==> src/rtl/uart_rx_engine.sv <==
// UART receive engine: synchronizes rx, validates the start bit, samples mid-bit
// using a runtime baud divisor and reports data plus parity/framing/overrun status.
module uart_rx_engine (
    input  logic        clk,
    input  logic        rst,
    input  logic        rx,
    input  logic [18:0] baud_k,
    input  logic        eight,
    input  logic        pen,
    input  logic        ohel,
    input  logic        clr_rdy,
    output logic [7:0]  data,
    output logic        rx_rdy,
    output logic        perr,
    output logic        ferr,
    output logic        ovf,
    output logic [1:0]  dbg_state_o
);

    typedef enum logic [1:0] {
        IDLE  = 2'd0,
        START = 2'd1,
        DATA  = 2'd2,
        DONE  = 2'd3
    } state_t;

    state_t      state_q;
    logic        rx_m_q, rx_s_q, rx_s_prev_q;
    logic [18:0] baud_q, tgt_q, cnt_q;
    logic        eight_q, pen_q, ohel_q;
    logic [3:0]  bit_cnt_q;
    logic [9:0]  sh_q;

    logic        fall_d, expire_d;
    logic [3:0]  nsamp_d;
    logic [9:0]  just_d;
    logic [7:0]  data_d;
    logic        par_d, stop_d, perr_d;

    assign dbg_state_o = state_q;

    assign fall_d   = rx_s_prev_q & ~rx_s_q;
    assign expire_d = (cnt_q == tgt_q - 19'd1);

    // Samples after the start bit: data bits, optional parity, one stop bit.
    assign nsamp_d = 4'd8 + {3'b000, eight_q} + {3'b000, pen_q};
    assign just_d  = sh_q >> (4'd10 - nsamp_d);
    assign data_d  = eight_q ? just_d[7:0] : {1'b0, just_d[6:0]};
    assign par_d   = eight_q ? just_d[8] : just_d[7];
    assign stop_d  = just_d[nsamp_d - 4'd1];
    assign perr_d  = pen_q & (^data_d ^ par_d ^ ohel_q);

    always_ff @(posedge clk or posedge rst) begin
        if (rst) begin
            rx_m_q      <= 1'b1;
            rx_s_q      <= 1'b1;
            rx_s_prev_q <= 1'b1;
        end else begin
            rx_m_q      <= rx;
            rx_s_q      <= rx_m_q;
            rx_s_prev_q <= rx_s_q;
        end
    end

    always_ff @(posedge clk or posedge rst) begin
        if (rst) begin
            state_q   <= IDLE;
            baud_q    <= '0;
            tgt_q     <= '0;
            cnt_q     <= '0;
            eight_q   <= 1'b0;
            pen_q     <= 1'b0;
            ohel_q    <= 1'b0;
            bit_cnt_q <= '0;
            sh_q      <= '0;
            data      <= '0;
            rx_rdy    <= 1'b0;
            perr      <= 1'b0;
            ferr      <= 1'b0;
            ovf       <= 1'b0;
        end else begin
            // A read strobe clears status; a completing frame below overrides it.
            if (clr_rdy) begin
                rx_rdy <= 1'b0;
                perr   <= 1'b0;
                ferr   <= 1'b0;
                ovf    <= 1'b0;
            end
            case (state_q)
                IDLE: begin
                    if (fall_d) begin
                        baud_q  <= baud_k;
                        eight_q <= eight;
                        pen_q   <= pen;
                        ohel_q  <= ohel;
                        tgt_q   <= baud_k >> 1;
                        cnt_q   <= '0;
                        state_q <= START;
                    end
                end
                START: begin
                    if (expire_d) begin
                        cnt_q <= '0;
                        if (!rx_s_q) begin
                            tgt_q     <= baud_q;
                            bit_cnt_q <= '0;
                            sh_q      <= '0;
                            state_q   <= DATA;
                        end else begin
                            state_q <= IDLE;
                        end
                    end else begin
                        cnt_q <= cnt_q + 19'd1;
                    end
                end
                DATA: begin
                    if (expire_d) begin
                        cnt_q     <= '0;
                        sh_q      <= {rx_s_q, sh_q[9:1]};
                        bit_cnt_q <= bit_cnt_q + 4'd1;
                        if (bit_cnt_q + 4'd1 == nsamp_d)
                            state_q <= DONE;
                    end else begin
                        cnt_q <= cnt_q + 19'd1;
                    end
                end
                DONE: begin
                    data    <= data_d;
                    perr    <= perr_d;
                    ferr    <= ~stop_d;
                    rx_rdy  <= 1'b1;
                    ovf     <= ~clr_rdy & (ovf | rx_rdy);
                    state_q <= IDLE;
                end
                default: state_q <= IDLE;
            endcase
        end
    end

endmodule

==> config.mk <==
export PLATFORM = sky130hd
export DESIGN_NAME = uart_rx_engine
export DESIGN_NICKNAME = d
export VERILOG_FILES = /design/src/rtl/uart_rx_engine.sv
export SDC_FILE = /design/constraint.sdc
export NUM_CORES = 1
export LEC_CHECK = 0
export BUFFER_PORTS_ARGS = -buffer_cell sky130_fd_sc_hd__buf_2
export CORE_AREA = 4 4 116 118
export DETAILED_ROUTE_END_ITERATION = 16
export DIE_AREA = 0 0 120 122
export RECOVER_POWER = 25
export SLEW_MARGIN = 20
export SYNTH_ARGS = -nofsm -noshare
export SYNTH_HDL_FRONTEND = slang
export SYNTH_SLANG_ARGS = --single-unit
export TNS_END_PERCENT = 5
==> constraint.sdc <==
create_clock -name clk -period 3.6 [get_ports clk]
set_input_delay 0.36 -clock clk [delete_from_list [all_inputs] [get_ports clk]]
set_output_delay 0.36 -clock clk [all_outputs]
set_load 0.01 [all_outputs]
==> After elaboration in Yosys (flattened, before gate mapping) <==
Index checks and enable logic that the tools add are counted.
W data, S select, Z words.
{ "op_classes": {"add_sub_neg": 7, "n_lt_le_gt_ge": 1, "eq_ne": 10, "n_shift": 1, "muxes": 30, "bitwise_logic": 9, "n_reduce_logical": 12} }
{ "op_table": {"columns": ["op", "count"], "rows": [
  ["$mux W19", 5],
  ["$pmux W19 S2", 2],
  ["$mux W10", 3],
  ["$pmux W10 S2", 1],
  ["$add A19 B1 Y19 const B", 1],
  ["$eq A19 B19 Y1", 1],
  ["$sub A19 B1 Y19 const B", 1],
  ["$mux W4", 3],
  ["$reduce_and A4 Y1", 3],
  ["$mux W2", 5],
  ["$ne A2 B2 Y1 const B", 5],
  ["$shr A10 B4 Y10", 1],
  ["$mux W8", 1],
  ["$pmux W2 S4", 1],
  ["$pmux W4 S2", 1],
  ["$reduce_bool A2 Y1", 4],
  ["$reduce_xor A8 Y1", 1],
  ["$mux W1", 7],
  ["$lt A4 B5 Y1 const B", 1],
  ["$add A4 B1 Y4", 1],
  ["$add A4 B1 Y4 const A", 1],
  ["$add A4 B1 Y4 const B", 1],
  ["$bmux W1 S4", 1],
  ["$eq A2 B2 Y1 const B", 2],
  ["other kinds (11)", 17]
]} }
{ "totals": {"ff_bits": 91, "in_bits": 26, "out_inout_bits": 14, "word_cells": 87} }

==> Depth between registers and ports, before layout <==
Gate-level depths: netlist (run 1).
{ "depth": {"depth_word": 10, "ltp_mapped": 12, "depth_no_buf": 10} }

==> Worst setup path after synthesis (run 1) <==
OpenSTA, ideal clock, no wires.
{ "synth_timing": {"path_kind": "register to register", "startpoint": "register tgt_q[10]", "endpoint": "register bit_cnt_q[0]", "setup_ns": 0.128, "arrival_time_ns": 2.966, "required_ns": 3.472, "setup_slack_ns": 0.506, "path_stages_with_launch": 11, "path_buffers": 2, "synth_period_minus_slack_ns": 3.094, "cell_sequence": "dfrtp_1 > buf_6 > or4_4 > or3_4 > or4_1 > o41ai_1 > nand2b_1 > nand3_1 > buf_6 > a211oi_4 > mux2_1"} }
{ "synth_via": {"elab_chain_cells": 4, "elab_cells_between_ends": 5, "cone_classes": "1 x add/sub; 3 x eq/ne; 1 x reduce/logical"} }
{ "synth_lines": {"columns": ["item", "line", "text"], "rows": [
  ["start: declaration", "29", "logic [18:0] baud_q, tgt_q, cnt_q;"],
  ["start signal: assignment", "96", "tgt_q <= baud_k >> 1;"],
  ["start signal: assignment", "105", "tgt_q <= baud_q;"],
  ["$sub A19 B1 Y19 (*)", "43", "assign expire_d = (cnt_q == tgt_q - 19'd1);"],
  ["$eq A19 B19 Y1 (*)", "43", null],
  ["$ne A2 B2 Y1 (no source line)", null, null],
  ["$reduce_and A4 Y1 (no source line) (*)", null, null],
  ["end signal: assignment", "120", "bit_cnt_q <= bit_cnt_q + 4'd1;"],
  ["end: declaration", "31", "logic [3:0] bit_cnt_q;"]
]} }
Every way passes the cells marked *; elsewhere a longest branch is shown, timed or not.
A chain may end at the register's enable or synchronous reset.

==> Worst setup path in the final report (run 1) <==
{ "layout_timing": {"startpoint": "register tgt_q[9]", "endpoint": "register cnt_q[6]"} }
{ "layout_via": {"elab_chain_cells": 4} }
{ "layout_lines": {"columns": ["item", "line", "text"], "rows": [
  ["$sub A19 B1 Y19", "43", null],
  ["$eq A19 B19 Y1", "43", null],
  ["$mux W19", "102, 117", null],
  ["$pmux W19 S2", "89", "case (state_q)"],
  ["end signal: assignment", "113", "cnt_q <= cnt_q + 19'd1;"],
  ["end signal: assignment", "124", "cnt_q <= cnt_q + 19'd1;"],
  ["end: declaration", "29", null]
]} }
No other way between the ends.

==> results of run 1 <==
[cell families (layout without fill, tap and decap cells)]
logic type                 after synthesis  in the layout  synth area share [%]
AOI/OAI and AO/OA                      118            118                  16.5
xor gates and xnor gates                35             35                  5.61
adders and majority gates               10             10                  2.29
buffers and inverters                   70            105                  5.36
DFF                                     91             91                  41.8
muxes                                   51             51                  9.99
and+or+nand+nor                        189            189                  18.5
[layout by cell type (no fill, tap or decap), types with 16 or more instances in the layout]
master	instances
nand2_1	52
xnor2_1	24
nor2_1	28
o22ai_1	20
a2bb2oi_1	20
nand2b_1	21
buf_4	16
nand3_1	25
buf_2	39
inv_1	31
mux2_2	27
dfrtp_1	88
mux2i_1	23
[worst paths after layout]
check | startpoint | end | depth (start not counted)
worst min register to register | rx_m_q | rx_s_q | 0
worst min-delay path | rx | rx_m_q | 1
worst max-delay path | tgt_q[9] | cnt_q[6] | 9
worst max register to register | tgt_q[9] | cnt_q[6] | 9
min in group asynchronous | rst | baud_q[1] | 2
max in group asynchronous | rst | data[3] | 3
[layer usage]
layer / vias up / part of all wire (%) / track usage, %
met5: - / 0 / 0
met4: 0 / 1.9 / 7.02
met3: 18 / 3.9 / 2.65
met2: 89 / 45 / 27.1
met1: 2119 / 49 / 24.7
li1: 2118 / - / -
[final cells by class]
type                    count  area, um2  area share (%)
flip-flops and latches     91       2280            37.1
inverters                  32        121            1.97
repair buffers             57        339            5.51
clock inverters             4       48.8           0.793
multi-input cells         403       2890            47.0
well taps                 172        215            3.50
clock buffers              12        256            4.17
[what timing repair did]
action,in CTS,in global routing
resized for setup,0,0
setup buffers,0,1
endpoints found under the setup margin,0,1
[through the flow]
| stage | hold slack, ps | setup slack [ps] | area (um2) | power, mW |
|---|---|---|---|---|
| 6_report | 111 | 296 | 6150 | 4.62 |
| 5_1_grt | 102 | 80.7 | 6150 | 4.96 |
| 4_1_cts | 100 | 206 | 6130 | 4.63 |
| 3_5_place_dp | 351 | 231 | 5830 | 3.64 |
| 3_3_place_gp | 345 | 291 | 5830 | 3.58 |
| 2_1_floorplan | 345 | 506 | 5460 | 3.16 |
[registers in the layout, indices dropped and copies added (netlist names), 4 cells and up, named ones only]
| register | count |
|---|---|
| baud_q | 19 |
| cnt_q | 19 |
| tgt_q | 19 |
| sh_q | 10 |
| data | 8 |
| bit_cnt_q | 4 |
[cell usage after synthesis (all sizes together) (11+ instances only)]
cell	number	area, um2
mux2i	23	230
nand2	52	195
o22ai	20	125
a2bb2oi	20	175
nand3	25	125
xor2	11	96.3
nand4	15	93.8
nor2	28	105
xnor2	24	210
inv	32	120
nand2b	21	131
dfrtp	88	2200
mux2	28	315
clkbuf	28	105
o21ai	16	80.1
[power breakdown]
part           switching (mW)  internal, mW
clock                   0.402         0.575
combinational            1.08         0.986
sequential              0.272          1.30
==> flow_summary.toml, run 1 <==
[outcome]
outcome = "complete, but fails checks"
violations = "max-capacitance violations, max-slew violations"

[sta]
maxSlewHeadroom_pct = -32.3
slew_violations = 48
worst_pin_slew_ps = 1970
rsz0062_at_grt = "false"
period_share_pct = 91.8
max_freq_mhz = 303
finalCriticalPeriod_ps = 3300
fin_skew_ps = 5.53
setup_tns_ps = 0
finalSetupViolations = 0
hold_viol = 0

[cts]
clkTransAtPathRegs_ps = 70
cts_buffer_depth = 2
cts_sinks = 91
hold_buffers = 0
htreeDepth = 3
cts_tree = "built"
numCtsBuffers = 9
cts.root.buffer_cell = "clkbuf_16"
clock_latency_ps = 340

[power]
worst_ir_drop_vdd_v = 0.000376
p_leak_nw = 2.47
power-per-cell-area_nw_per_um2 = 752

[route]
drc = 0
vias = 4344
final_antenna_net_count = 0
firstDrtPassIters = 4
vias_per_cell = 5.63
wire_per_inst_um = 15.7
wirelength_um = 12100
drtIter0Drc = 261

[worst_setup_path]
path_class = "reg2reg"
start_kind = "flop"
slowest_stage = "or4_4"
worstPathRequired_ps = 3790
endpoint_kind = "flop"
ff2ff_setup_slack_ps = 300
slowest_delay_ps = 570
worst-path-buf-inv = 1
crit_fanout = 12
arrival_ps = 3500
critPathTopFamily = "simple AND/OR/NAND/NOR gates"
path_cells = "or4_4 > or3_4 > or4_1 > o41ai_1 > nand2b_1 > nand3_1 > buf_4 > nand2_1 > o311ai_0"

[floorplanning]
dieWidth_um = 120
die_area_um2 = 14600
rows = 41
start_util_pct = 43.8
core_area_um2 = 12500
num_io_pins = 40
die_h_um = 122

[global_route]
first_global_vias = 4244
antenna_found_initial = 0
overflow = 0
grt_start_max_net_pins = 48
grt_usage_pct = 17.5
grt_pass1_wl_um = 20900

[finish]
fillers = 1197
nNetsFinal = 630
areaGrowthSynthToFinish_pct = 12.6
antenna-diode-count = 0
final_util_pct = 49.3
drive_gt1_share_pct = 19.9
instances_no_fill = 771

[logic_synthesis]
synthArstFlopShare_pct = 100
synth_ff_type = "dfrtp_1"
yosysSeqAreaShare_pct = 41.8
synth_area_um2 = 5460
avgSynthCellArea_um2 = 9.69
ys_types = 65
syn_inst = 564
yosysWarnings = 0
synth-seq-cells = 91
syn_nets = 600
synth-edff-count = 0

[placed_design]
dp_hpwl_um = 8690
dp.cells = 754
routabilityCongestion = 0.806
port_buffers = 39

[worst_hold_path]
hold_class = "in2reg"

[job]
cap_violations = 1
Note: power is estimated with default switching activity, not from simulation.
==> run 2: changes to the inputs <==
PLACE_DENSITY = 0.66   (was unset)
==> run 2 against run 1 <==
- the run still ends with max-capacitance violations, max-slew violations left
- total power down 0.32%
- non-clock buffer count down 2
- die area unchanged
- hold slack worse by 1.7 ps
- wire length down 0.91%
- sequential power about the same
- clock skew about the same
- utilization down 0.10 points
- sequential share of layout area up 0.076 points
- clock power up 1%
- register-to-register slack worse by 110 ps
- largest power group unchanged
- highest routed layer unchanged
==> flow_summary.toml, run 2 (same netlist as run 1, synthesis figures left out) <==
[global_route]
antenna_found_initial = 0
grt_start_max_net_pins = 47
grt_pass1_wl_um = 20600
gr-usage-met1_pct = 23.8
first_global_vias = 4270
grt.met2_usage_pct = 26.9
use_met3_pct = 3.39
overflow = 0
busiest_layer = "met2"
grt_usage_pct = 17.3

[placed_design]
routabilityCongestion = 0.876
dpl_cell_area_um2 = 5820
port_buffers = 39
dp_hpwl_um = 8510

[job]
cap_violations = 1

[cts]
cts.root.buffer_cell = "clkbuf_16"
clkTransAtPathRegs_ps = 60
hold_buffers = 0
cts_resized = 0
cts_sinks = 91
postCtsSetupRepairBufs = 0
htreeDepth = 3
numCtsBuffers = 9
cts_buffer_depth = 2
cts_tree = "built"
clock_latency_ps = 340

[worst_setup_path]
endpoint_kind = "flop"
critPathTopFamily = "simple AND/OR/NAND/NOR gates"
start_kind = "flop"
path_class = "reg2reg"
slowest_stage = "or4_4"
worstPathRequired_ps = 3860
crit_fanout = 21
worst-path-buf-inv = 1
arrival_ps = 3680
slowest_delay_ps = 550
path_cells = "or4_4 > or3_4 > or4_1 > o41ai_1 > nand2b_1 > nand3_1 > buf_4 > a21boi_4 > a2bb2oi_1"

[outcome]
violations = "max-capacitance violations, max-slew violations"
outcome = "complete, but fails checks"

[floorplanning]
start_util_pct = 43.8
num_io_pins = 40
core_area_um2 = 12500
rows = 41
dieWidth_um = 120
die_h_um = 122
die_area_um2 = 14600

[sta]
maxSlewHeadroom_pct = -33.6
rsz0062_at_grt = "true"
hold_viol = 0
fin_skew_ps = 5.58
worst_pin_slew_ps = 1990
finalSetupViolations = 0
finalCriticalPeriod_ps = 3410
max_freq_mhz = 293
period_share_pct = 94.9
slew_violations = 47

[finish]
layout_common_cells = "dfrtp_1 (88), nand2_1 (52), buf_2 (39)"
nNetsFinal = 628
drive_gt1_share_pct = 19.8
antenna-diode-count = 0
top_regs = "baud_q (19), cnt_q (19), tgt_q (19)"
areaGrowthSynthToFinish_pct = 12.4
final_util_pct = 49.2
final_area_um2 = 6140
mostFrequentLayoutCell = "dfrtp_1"
fillers = 1146

[power]
power-per-cell-area_nw_per_um2 = 751
worst_ir_drop_vdd_v = 0.000494
p_leak_nw = 2.46

[route]
final_antenna_net_count = 0
wirelength_um = 12000
vias = 4382
firstDrtPassIters = 5
wire_per_inst_um = 15.6
drc = 0
vias_per_cell = 5.70
drtIter0Drc = 301

[worst_hold_path]
hold_class = "in2reg"
==> run 2: changes by cell type in the layout (fill, tap and decap cells not counted), sizes merged <==
cell and change:
clkinv -3, clkbuf +1, clkinvlp +2, buf -2
==> run 2: power by group <==
group	total, mW	switching (mW)	internal (mW)
Sequential	1.58	0.274	1.31
Clock	0.988	0.393	0.595
Combinational	2.04	1.07	0.974
==> run 2: layout make-up <==
class                      count  area [um2]  area share, %
clock inverter                 3        45.0          0.734
tap                          172         215           3.51
multi-input combinational    403        2890           47.1
timing repair buffer          55         312           5.08
inverter                      32         121           1.98
sequential                    91        2280           37.2
clock buffer                  13         270           4.40
==> run 2: per-layer routing <==
layer,vias up,part of all wire [%]
li1,2102,-
met1,2138,48
met2,123,45
met3,19,4.3
met4,0,1.8
met5,-,0
==> run 2: worst reg2reg max path, stage by stage (launching register included) <==
cell and delay [ps]:
dfrtp_1 450, or4_4 550, or3_4 380, or4_1 530
o41ai_1 70, nand2b_1 200, nand3_1 190, buf_4 290
a21boi_4 480, a2bb2oi_1 200
==> run 2: stage by stage <==
stage | total power, mW | cells | TNS [ps] | hold WS, ps | setup slack, ps
final | 4.61 | 769 | 0 | 110 | 185
after global routing | 4.93 | 769 | -3.28 | 102 | -3.28
after CTS | 4.62 | 769 | 0 | 96.5 | 185
after detailed placement | 3.62 | 753 | 0 | 348 | 210
after global placement | 3.56 | 753 | 0 | 347 | 250
after floorplan | 3.16 | 564 | 0 | 345 | 506
==> run 2: worst paths after layout <==
| kind | startpoint | endpoint | slack [ps] | depth (start not counted) |
|---|---|---|---|---|
| setup / recovery | tgt_q[10] | tgt_q[2] | 190 | 9 |
| hold / removal | rx | rx_m_q | 110 | 1 |
| setup reg to reg | tgt_q[10] | tgt_q[2] | 190 | 9 |
| hold reg to reg | rx_m_q | rx_s_q | 360 | 0 |
| max in group asynchronous | rst | ovf | 1240 | 3 |
| min in group asynchronous | rst | dbg_state_o[0] | 530 | 2 |
